`src/rtl/fp_add_pkg.sv`:
```
// Shared definitions for the sequential single-precision adder.
// Contents: the controller state enum, IEEE-754 format constants and the
// result flag bit positions. There are no ports.
package fp_add_pkg;

    typedef enum logic [2:0] {
        ST_IDLE,
        ST_PREP,
        ST_ALIGN,
        ST_ADD,
        ST_NORM,
        ST_DONE
    } state_t;

    localparam logic [31:0] QNAN      = 32'h7FC00000;
    localparam logic [7:0]  EXP_MAX   = 8'hFF;
    localparam int          FRAC_W    = 23;
    localparam int          MANT_W    = 24;

    // Exponent differences above this shift the smaller mantissa out entirely.
    localparam logic [7:0]  ALIGN_MAX = 8'd24;

    localparam int FLAG_W         = 3;
    localparam int FLAG_INVALID   = 2;
    localparam int FLAG_OVERFLOW  = 1;
    localparam int FLAG_UNDERFLOW = 0;

    function automatic logic [FLAG_W-1:0] flag_bit(input int idx);
        logic [FLAG_W-1:0] f;
        f      = '0;
        f[idx] = 1'b1;
        return f;
    endfunction

endpackage

```
`src/rtl/fp_add_seq_if.sv`:
```
// Operand/result handshake bundle for fp_add_seq.
// Signals:
//   in_valid/in_ready/in_a/in_b        operand pair handshake
//   out_valid/out_ready/out_result     result handshake
//   out_flags                          {invalid, overflow, underflow}
//   busy                               sequencer is working on an operation
// Modports: slave = adder side, master = operand source / result consumer.
interface fp_add_seq_if;
    import fp_add_pkg::*;

    logic              in_valid;
    logic              in_ready;
    logic [31:0]       in_a;
    logic [31:0]       in_b;
    logic              out_valid;
    logic              out_ready;
    logic [31:0]       out_result;
    logic [FLAG_W-1:0] out_flags;
    logic              busy;

    modport slave (
        input  in_valid, in_a, in_b, out_ready,
        output in_ready, out_valid, out_result, out_flags, busy
    );

    modport master (
        output in_valid, in_a, in_b, out_ready,
        input  in_ready, out_valid, out_result, out_flags, busy
    );

endinterface

```
`src/rtl/fp_add_datapath.sv`:
```
// Shared datapath of the sequential adder: operand registers, magnitude swap,
// exponent subtractor, 1-bit shifters, 25-bit add/subtract and result register.
// Ports:
//   clk, rst_n              clock, asynchronous active-low reset
//   load_en                 capture op_a/op_b
//   prep_en                 unpack/swap, load working registers, resolve specials
//   align_en                one bit-serial alignment step
//   add_en                  mantissa add or subtract
//   norm_en                 one normalisation action
//   special                 captured pair is NaN/inf (result loaded during PREP)
//   align_skip              exponent difference needs no alignment cycles
//   align_last              current alignment step is the final one
//   norm_fin                current normalisation action completes the result
//   result, flags           registered result word and flags
module fp_add_datapath
    import fp_add_pkg::*;
(
    input  logic              clk,
    input  logic              rst_n,
    input  logic              load_en,
    input  logic              prep_en,
    input  logic              align_en,
    input  logic              add_en,
    input  logic              norm_en,
    input  logic [31:0]       op_a,
    input  logic [31:0]       op_b,
    output logic              special,
    output logic              align_skip,
    output logic              align_last,
    output logic              norm_fin,
    output logic [31:0]       result,
    output logic [FLAG_W-1:0] flags
);

    logic [31:0]       a_q, b_q;
    logic [31:0]       x, y;
    logic [7:0]        ex, ey, d_pre;
    logic [MANT_W-1:0] mx, my;
    logic              x_nan, y_nan, x_inf, y_inf, invalid, negz;

    logic              sgn_q, sub_q, negz_q;
    logic [7:0]        exp_q, d_q;
    logic [MANT_W-1:0] ma_q, mb_q;
    logic [MANT_W:0]   sum_q;
    logic              sum_zero;
    logic [31:0]       result_q;
    logic [FLAG_W-1:0] flags_q;

    // x always carries the larger {exp, frac}; ties keep operand A.
    always_comb begin
        if (a_q[30:0] >= b_q[30:0]) begin
            x = a_q;
            y = b_q;
        end else begin
            x = b_q;
            y = a_q;
        end
    end

    assign ex = x[30:FRAC_W];
    assign ey = y[30:FRAC_W];
    // Zero exponent means zero: denormal fractions are flushed.
    assign mx = (ex != 8'd0) ? {1'b1, x[FRAC_W-1:0]} : '0;
    assign my = (ey != 8'd0) ? {1'b1, y[FRAC_W-1:0]} : '0;

    assign d_pre = ex + (~ey + 8'd1);

    assign x_nan   = (ex == EXP_MAX) && (x[FRAC_W-1:0] != '0);
    assign y_nan   = (ey == EXP_MAX) && (y[FRAC_W-1:0] != '0);
    assign x_inf   = (ex == EXP_MAX) && (x[FRAC_W-1:0] == '0);
    assign y_inf   = (ey == EXP_MAX) && (y[FRAC_W-1:0] == '0);
    assign invalid = x_nan | y_nan | (x_inf & y_inf & (x[31] ^ y[31]));
    assign special = x_nan | y_nan | x_inf | y_inf;

    assign negz = a_q[31] & b_q[31] & (a_q[30:FRAC_W] == 8'd0) & (b_q[30:FRAC_W] == 8'd0);

    assign align_skip = (d_pre == 8'd0) || (d_pre > ALIGN_MAX);
    assign align_last = (d_q == 8'd1);

    assign sum_zero = (sum_q == '0);
    // Every action except a plain left shift finishes; a left shift finishes
    // too when it drives the exponent to zero.
    assign norm_fin = sum_q[MANT_W] | sum_zero | sum_q[MANT_W-1] | (exp_q == 8'd1);

    assign result = result_q;
    assign flags  = flags_q;

    always_ff @(posedge clk or negedge rst_n) begin
        if (!rst_n) begin
            a_q      <= '0;
            b_q      <= '0;
            sgn_q    <= 1'b0;
            sub_q    <= 1'b0;
            negz_q   <= 1'b0;
            exp_q    <= '0;
            d_q      <= '0;
            ma_q     <= '0;
            mb_q     <= '0;
            sum_q    <= '0;
            result_q <= '0;
            flags_q  <= '0;
        end else begin
            if (load_en) begin
                a_q <= op_a;
                b_q <= op_b;
            end

            if (prep_en) begin
                sgn_q  <= x[31];
                sub_q  <= x[31] ^ y[31];
                negz_q <= negz;
                exp_q  <= ex;
                d_q    <= d_pre;
                ma_q   <= mx;
                mb_q   <= (d_pre > ALIGN_MAX) ? '0 : my;
                if (special) begin
                    result_q <= invalid ? QNAN : x;
                    flags_q  <= invalid ? flag_bit(FLAG_INVALID) : '0;
                end
            end

            if (align_en) begin
                mb_q <= mb_q >> 1;
                d_q  <= d_q - 8'd1;
            end

            if (add_en) begin
                if (sub_q)
                    sum_q <= {1'b0, ma_q} + (~{1'b0, mb_q} + 25'd1);
                else
                    sum_q <= {1'b0, ma_q} + {1'b0, mb_q};
            end

            if (norm_en) begin
                if (sum_q[MANT_W]) begin
                    if (exp_q == EXP_MAX - 8'd1) begin
                        result_q <= {sgn_q, EXP_MAX, {FRAC_W{1'b0}}};
                        flags_q  <= flag_bit(FLAG_OVERFLOW);
                    end else begin
                        result_q <= {sgn_q, exp_q + 8'd1, sum_q[FRAC_W:1]};
                        flags_q  <= '0;
                    end
                end else if (sum_zero) begin
                    result_q <= {negz_q, 31'd0};
                    flags_q  <= '0;
                end else if (sum_q[MANT_W-1]) begin
                    result_q <= {sgn_q, exp_q, sum_q[FRAC_W-1:0]};
                    flags_q  <= '0;
                end else begin
                    sum_q <= sum_q << 1;
                    exp_q <= exp_q - 8'd1;
                    if (exp_q == 8'd1) begin
                        result_q <= {sgn_q, 31'd0};
                        flags_q  <= flag_bit(FLAG_UNDERFLOW);
                    end
                end
            end
        end
    end

endmodule

```
`src/rtl/fp_add_seq.sv`:
```
// Multi-cycle IEEE-754 single-precision adder sequencer.
// Accepts an operand pair over in_valid/in_ready, walks the shared datapath
// through prepare, bit-serial align, add and bit-serial normalise, and holds
// the result on out_valid/out_ready until taken.
// Ports:
//   clk, rst_n   clock, asynchronous active-low reset
//   bus          fp_add_seq_if slave: both handshakes, result, flags, busy
//
// state  | meaning
// -------+---------------------------------------------------------------
// IDLE   | waiting for an operand pair, in_ready high
// PREP   | unpack, swap, exponent difference, NaN/inf resolution
// ALIGN  | shift smaller mantissa right one bit per cycle
// ADD    | 25-bit add or subtract of the aligned mantissas
// NORM   | one normalisation action per cycle
// DONE   | result presented until out_ready
module fp_add_seq
    import fp_add_pkg::*;
(
    input  logic        clk,
    input  logic        rst_n,
    fp_add_seq_if.slave bus
);

    state_t state, state_nx;

    logic load_en, prep_en, align_en, add_en, norm_en;
    logic special, align_skip, align_last, norm_fin;

    fp_add_datapath u_datapath (
        .clk        (clk),
        .rst_n      (rst_n),
        .load_en    (load_en),
        .prep_en    (prep_en),
        .align_en   (align_en),
        .add_en     (add_en),
        .norm_en    (norm_en),
        .op_a       (bus.in_a),
        .op_b       (bus.in_b),
        .special    (special),
        .align_skip (align_skip),
        .align_last (align_last),
        .norm_fin   (norm_fin),
        .result     (bus.out_result),
        .flags      (bus.out_flags)
    );

    always_ff @(posedge clk or negedge rst_n) begin
        if (!rst_n)
            state <= ST_IDLE;
        else
            state <= state_nx;
    end

    always_comb begin
        state_nx = state;
        load_en  = 1'b0;
        prep_en  = 1'b0;
        align_en = 1'b0;
        add_en   = 1'b0;
        norm_en  = 1'b0;
        case (state)
            ST_IDLE: begin
                if (bus.in_valid) begin
                    load_en  = 1'b1;
                    state_nx = ST_PREP;
                end
            end
            ST_PREP: begin
                prep_en = 1'b1;
                if (special)
                    state_nx = ST_DONE;
                else if (align_skip)
                    state_nx = ST_ADD;
                else
                    state_nx = ST_ALIGN;
            end
            ST_ALIGN: begin
                align_en = 1'b1;
                if (align_last)
                    state_nx = ST_ADD;
            end
            ST_ADD: begin
                add_en   = 1'b1;
                state_nx = ST_NORM;
            end
            ST_NORM: begin
                norm_en = 1'b1;
                if (norm_fin)
                    state_nx = ST_DONE;
            end
            ST_DONE: begin
                if (bus.out_ready)
                    state_nx = ST_IDLE;
            end
            default: state_nx = ST_IDLE;
        endcase
    end

    // Handshake outputs decode the state register only.
    assign bus.in_ready  = (state == ST_IDLE);
    assign bus.out_valid = (state == ST_DONE);
    assign bus.busy      = (state != ST_IDLE);

endmodule

```
`src/flat_wrapper.sv`:
```
// flat-port wrapper written by rule: the top's interface ports become plain ports
module fp_add_seq_flat import fp_add_pkg::*;
  (clk, rst_n, bus_in_valid, bus_in_a, bus_in_b, bus_out_ready, bus_in_ready, bus_out_valid, bus_out_result, bus_out_flags, bus_busy);
  fp_add_seq_if bus_i ();
  input  logic clk;
  input  logic rst_n;
  input wire logic [$bits(bus_i.in_valid)-1:0] bus_in_valid;
  input wire logic [$bits(bus_i.in_a)-1:0] bus_in_a;
  input wire logic [$bits(bus_i.in_b)-1:0] bus_in_b;
  input wire logic [$bits(bus_i.out_ready)-1:0] bus_out_ready;
  output wire logic [$bits(bus_i.in_ready)-1:0] bus_in_ready;
  output wire logic [$bits(bus_i.out_valid)-1:0] bus_out_valid;
  output wire logic [$bits(bus_i.out_result)-1:0] bus_out_result;
  output wire logic [$bits(bus_i.out_flags)-1:0] bus_out_flags;
  output wire logic [$bits(bus_i.busy)-1:0] bus_busy;
  assign bus_i.in_valid = bus_in_valid;
  assign bus_i.in_a = bus_in_a;
  assign bus_i.in_b = bus_in_b;
  assign bus_i.out_ready = bus_out_ready;
  assign bus_in_ready = bus_i.in_ready;
  assign bus_out_valid = bus_i.out_valid;
  assign bus_out_result = bus_i.out_result;
  assign bus_out_flags = bus_i.out_flags;
  assign bus_busy = bus_i.busy;
  fp_add_seq u_core (.clk(clk), .rst_n(rst_n), .bus(bus_i));
endmodule
```
`config.mk`:
```
export PLATFORM = sky130hd
export DESIGN_NAME = fp_add_seq_flat
export DESIGN_NICKNAME = d
export VERILOG_FILES = /design/src/rtl/fp_add_pkg.sv /design/src/rtl/fp_add_seq_if.sv /design/src/rtl/fp_add_datapath.sv /design/src/rtl/fp_add_seq.sv /design/src/flat_wrapper.sv
export SDC_FILE = /design/constraint.sdc
export NUM_CORES = 1
export LEC_CHECK = 0
export CAP_MARGIN = 20
export CELL_PAD_IN_SITES_DETAIL_PLACEMENT = 1
export CELL_PAD_IN_SITES_GLOBAL_PLACEMENT = 1
export CORE_UTILIZATION = 49
export DETAILED_ROUTE_END_ITERATION = 12
export PLACE_DENSITY = 0.95
export SYNTH_ARGS = -nofsm -noshare
export SYNTH_HDL_FRONTEND = slang
export SYNTH_SLANG_ARGS = --single-unit
```
`constraint.sdc`:
```
create_clock -name clk -period 5.4 [get_ports clk]
set_input_delay 0.54 -clock clk [delete_from_list [all_inputs] [get_ports clk]]
set_output_delay 0.54 -clock clk [all_outputs]
set_load 0.05 [all_outputs]
```
After elaboration in Yosys (flattened, before gate mapping)
Cells that the tools add are included.
Storage, ports and cells
  register bits: 194
  word-level logic and storage cells: 122
Cells by class
  bitwise operators: 15
  add/sub/neg operators: 8
  reductions and logical operators: 19
  magnitude comparators: 2
  multiplexer cells: 51
  equality and inequality tests: 14
Operators with widths (number)
  two-way mux 32 bit: 10
  two-way mux 25 bit: 6
  two-way mux 24 bit: 5
  two-way mux 8 bit: 7
  logical NOT 23 bit: 2
  nonzero test 23 bit: 2
  two-way mux 3 bit: 13
  greater-or-equal comparator 31 bit: 1
  two-way mux 31 bit: 1
  adder 24 x 24 -> 25 bit: 1
  adder 24 x 25 -> 25 bit: 1
  adder 25 x 1 -> 25 bit, second input constant: 1
  logical NOT 25 bit: 1
  inverter 24 -> 25 bit: 1
  equality test 8 bit, second input constant: 3
  logical NOT 8 bit: 3
  case mux 3 bit (6 select lines): 1
  adder 8 x 1 -> 8 bit, second input constant: 2
  equality test 8 x 1 -> 1 bit, second input constant: 2
  nonzero test 8 bit: 2
  subtractor 8 x 1 -> 8 bit, second input constant: 2
  adder 8 bit: 1
  > comparator 8 x 5 -> 1 bit, second input constant: 1
  inverter 8 bit: 1
  other kinds (16): 39

Logic depth before layout (Yosys ltp)
  word-level depth: 15
  mapped depth: 17
  depth with buffers taken out: 14

Cells and area by module
From an unflattened synthesis, not the netlist that was laid out.
Unflattened totals
  cell total of the unflattened synthesis: 1620
  area, all modules: 13525.5 sq um
Modules (own cells, without submodules)
  fp_add_datapath: cells each 1590, times used 1, area an instance 13285.2 sq um
  fp_add_seq: cells each 30, times used 1, area an instance 240.2 sq um

Least setup slack after synthesis
Ideal clock, no wire load.
  path type: register to register
  from: register u_core.u_datapath.b_q[26]
  to: register u_core.state[0]
  path buffers: 2
  setup slack: 1.832 ns
  data required time: 5.271 ns
  period minus slack after synthesis: 3.568 ns
  stages on the path, launching flop included: 17
  arrival: 3.439 ns
  setup time: 0.129 ns
  cells stage by stage: dfrtp_1 -> inv_1 -> ha_1 -> buf_4 -> a21oi_1 -> o21ai_0 -> a311oi_1 -> o31a_1 -> o21ai_4 -> mux2i_1 -> ha_1 -> nand2b_1 -> o32ai_1 -> nand2b_1 -> a311o_1 -> buf_2 -> o41a_1
Between the ends
  word-level cells in the longest chain between the ends: 10
  elaborated cells on any way between the ends: 25
  classes of those cells: add/sub: 2; order compare: 2; eq/ne: 2; mux: 5; bitwise: 4; reduce/logical: 10
RTL lines
  start, declared: line fp_add_datapath.sv:35  | logic [31:0] a_q, b_q;
  start signal, assigned: line fp_add_datapath.sv:105  | b_q <= op_b;
  greater-or-equal comparator 31 bit: line fp_add_datapath.sv:51  | if (a_q[30:0] >= b_q[30:0]) begin
  two-way mux 32 bit: line fp_add_datapath.sv:51
  inverter 8 bit: line fp_add_datapath.sv:66  | assign d_pre = ex + (~ey + 8'd1);
  adder 8 x 1 -> 8 bit: line fp_add_datapath.sv:66
  adder 8 bit: line fp_add_datapath.sv:66
  > comparator 8 x 5 -> 1 bit or logical NOT 8 bit (tied branches): line fp_add_datapath.sv:77  | assign align_skip = (d_pre == 8'd0) || (d_pre > ALIGN_MAX);
  logical OR 1 bit: line fp_add_datapath.sv:77
  two-way mux 1 bit: line fp_add_seq.sv:73  | else if (align_skip)
  two-way mux 3 bit *: line fp_add_seq.sv:71  | if (special)
  case mux 3 bit (6 select lines) *: line fp_add_seq.sv:62  | case (state)
  end signal, assigned: line fp_add_seq.sv:52  | state <= state_nx;
  end, declared: line fp_add_seq.sv:25  | state_t state, state_nx;
Every way passes the cells marked *; elsewhere a longest branch is shown, timed or not.
A chain may end at the register's enable or synchronous reset.

Worst setup path after layout
  from: register u_core.u_datapath.a_q[26]
  to: register u_core.state[0]
Between the ends
  word-level cells in the longest chain between the ends: 10
  elaborated cells on any way between the ends: 25
  classes of those cells: add/sub: 2; order compare: 2; eq/ne: 2; mux: 5; bitwise: 4; reduce/logical: 10
RTL lines
  start, declared: line fp_add_datapath.sv:35
  start signal, assigned: line fp_add_datapath.sv:104  | a_q <= op_a;
  greater-or-equal comparator 31 bit: line fp_add_datapath.sv:51
  two-way mux 32 bit: line fp_add_datapath.sv:51
  inverter 8 bit: line fp_add_datapath.sv:66
  adder 8 x 1 -> 8 bit: line fp_add_datapath.sv:66
  adder 8 bit: line fp_add_datapath.sv:66
  > comparator 8 x 5 -> 1 bit or logical NOT 8 bit (tied branches): line fp_add_datapath.sv:77
  logical OR 1 bit: line fp_add_datapath.sv:77
  two-way mux 1 bit: line fp_add_seq.sv:73
  two-way mux 3 bit *: line fp_add_seq.sv:71
  case mux 3 bit (6 select lines) *: line fp_add_seq.sv:62
Marks and branches as above.

==> results.md <==
* Status: complete, but fails checks
* Violated checks: hold timing
* Unique masters post-synth at 71
* Height of the die at roughly 170 um
* Routed vias/inst at around 6.6
* Post-DP HPWL at 32900 um
* Critical Path RT at around 5700 ps
* Global-route wire length before repair at 72300 um
* Num CTS Buffers at 17
* Most common cell in the netlist: dfrtp_1
* Sequential Area at a little under 0.005 mm2
* CTS tree: built
* Peak Freq at 240 MHz
* GR peak layer: met2
* Master of the slowest instance on the critical path: ha_1
* Grt met1 use at 0.457
* Root Buffer: clkbuf_16
* RSZ-0062 raised after global routing: no
* Residual DRC count at 0
* Post-Layout Cell Count at a little under 2000
* Core area at 0.0261 mm2
* Tcrit/Tclk final at 0.771
* Post-Synthesis Cells at 1536
* Die ar. at roughly 0.027 mm2
* Vias in the first global route at 13000
* Top delay family on crit path: compound AO/OA/AOI/OAI gates
* Num ports at 106
* Antenna cells at 0
* Placed insts at 1899
* Overflow after GRT at 0
* Initial Util at 0.501
* CP most frequent cell: buf_4
* Skew final at 15.3 ps
* Max-slew headroom at 0.268
* FF+latch count, synth at 194
* Fin crit period at ~4200 ps
* First-pass DRT Iterations at 5
* # rows at between 50 and 60
* Critical Path AT at 4500 ps
* Hold_ws at -4.21 ps
* DRT Wirelength at 45600 um
* Ratio of cells with drive above 1 in the final layout at 0.0883
* Synth cell count leaders: dfrtp_1, nand2_1, a21oi_1, nor2_1, o21ai_0
* Syn Nets at 1693
* Setup TNS at 0 ps
* Skew-Pair Late Insertion Delay at 460 ps
* Avg Cell Area, Syn at 8.49 um2
* Crit path capture type: flop
* CTS Sinks at slightly below 200
* Clock slew seen by the registers of the worst setup and hold paths at 80 ps
* Largest area contributor in the synthesized netlist: dfrtp_1
* YS warnings at 0
* Setup Viol. Count Final at 0
* Crit-path cells: ha_1 > nand2_1 > o21ai_0 > a311oi_1 > o31a_1 > o21ai_4 > buf_4 > mux2i_1 > nor2_1 > o21bai_1 > xnor2_1 > a311o_1 > buf_4 > o41a_1
* Post-synth EDFFs at 0
* Main area contributors after synthesis: dfrtp_1, ha_1, a21oi_1, nand2_1, o21ai_0
* FFs w/ async S/R, synth at 1.00
* Htree depth at 4
* Post-cts sizing count at 0
* RePlAce Congestion at 0.928
* Largest net degree at the start of global routing at 154
* Final Hold Fails at 2
* Sequential fraction of the synthesis area at 0.372
* Max Cap Viol at 0
* Nets at 1740
* Area of the multi-input gates at 0.00752 mm2
* CP max stage delay at 510 ps
* Slew @ Worst Pin at 1100 ps
* Post-CTS setup buffers at 0
* Share of the synthesized area in the top cell type at 0.372
* Port bufs at 105
* DRT iter0 DRCs at 1023
* Top FF cell, synth: dfrtp_1
* Die width at 165 um
* Syn-to-layout area delta at 14.4%
* Slew Limit Fails at 0
* Average wire per cell in the routed design at between 20 and 25 um
* Clock Tree Buf Depth at 2
* Met3 Use GR at 0.0614
* Crit Path Max Fanout at 27
* Synthesized area at around 0.013 mm2
* Fill cell count at 3041
* Via count at 12700
* WS Path Type: reg -> reg
* Total global-route track usage at 0.345
* Element type at the critical path start: flop
* HP Class: in -> async
* Final ANT Viol Nets at 0
* Initial antenna violation count at 0
* Met2 usage at 0.566
* Hold Buf Count CTS at 0
* CP bufs+invs at 2
==> metal layers <==
| layer | routed length, um | up-vias | part of all wire |
|---|---|---|---|
| met2 | 21900 | 542 | 0.48 |
| met4 | 1310 | 0 | 0.029 |
| met3 | 3110 | 111 | 0.068 |
| met5 | 0 | - | 0 |
| met1 | 19300 | 6419 | 0.42 |
| li1 | - | 5629 | - |
==> flip-flops by register name, summed over array words and instances (netlist names) <==
signal and cells:
u_core.state 3, u_core.u_datapath.a_q 32, u_core.u_datapath.b_q 32, u_core.u_datapath.d_q 8, u_core.u_datapath.exp_q 8, u_core.u_datapath.flags 3, u_core.u_datapath.ma_q 24, u_core.u_datapath.mb_q 24
u_core.u_datapath.negz_q 1, u_core.u_datapath.result 32, u_core.u_datapath.sgn_q 1, u_core.u_datapath.sub_q 1, u_core.u_datapath.sum_q 25
==> cell type report <==
cell class / instances / share of cell area
sequential: 194 / 0.325
clock buffer: 17 / 0.0285
inverter: 83 / 0.0209
clock inverter: 15 / 0.0129
tap: 335 / 0.0281
timing repair buffer: 123 / 0.0805
multi-input combinational: 1164 / 0.504
==> placed cells by master (no fill, tap or decap), drive strengths merged, types with 17 or more instances in the layout <==
master         synthesis  final
mux2                  55     55
nand2                168    168
a22oi                 49     49
ha                    87     87
buf                   13     18
o31ai                 30     30
nor3                  24     24
nor4                  23     23
clkdlybuf4s50          0    104
xnor2                 21     21
clkbuf                82     18
a211oi                18     18
inv                   82     90
dfrtp                194    194
o22ai                 31     31
a21oi                152    152
o21ai                127    127
nor2                 143    143
nand3                 26     26
nand2b                18     18
and3                  17     17
==> cell families after synthesis <==
kind of cell,Yosys count,synth area share
xor+xnor,27,0.0181
buf+inv,178,0.0529
flops,194,0.372
fa+ha+maj,89,0.0865
mux,64,0.0544
simple gates,479,0.166
compound gates,505,0.250
==> through the flow <==
step / setup WS, ps / util / cell area (um2)
6_report: 1230 / 0.573 / 14900
5_1_grt: 993 / 0.573 / 14900
4_1_cts: 1270 / 0.573 / 14900
3_5_place_dp: 1320 / 0.549 / 14300
3_3_place_gp: 1460 / 0.549 / 14300
2_1_floorplan: 1830 / - / 13000
==> worst paths after layout <==
path / startpoint / endpoint / slack (ps) / cells past startpoint
max in group asynchronous: rst_n / u_core.u_datapath.d_q[3]$_DFFE_PN0P_ / 4120 / 2
worst min register to register: u_core.u_datapath.sgn_q$_DFFE_PN0P_ / u_core.u_datapath.sgn_q$_DFFE_PN0P_ / 490 / 2
worst max-delay path: u_core.u_datapath.a_q[26]$_DFFE_PN0P_ / u_core.state[0]$_DFFE_PN0P_ / 1230 / 14
worst max register to register: u_core.u_datapath.a_q[26]$_DFFE_PN0P_ / u_core.state[0]$_DFFE_PN0P_ / 1230 / 14
worst min-delay path: rst_n / u_core.u_datapath.exp_q[3]$_DFF_PN0_ / -4 / 1
min in group clk: u_core.u_datapath.sgn_q$_DFFE_PN0P_ / u_core.u_datapath.sgn_q$_DFFE_PN0P_ / 490 / 2
Power is left out: the tool's default activity adds up to more than one toggle a clock period on the data nets, which glitch-free logic cannot reach.
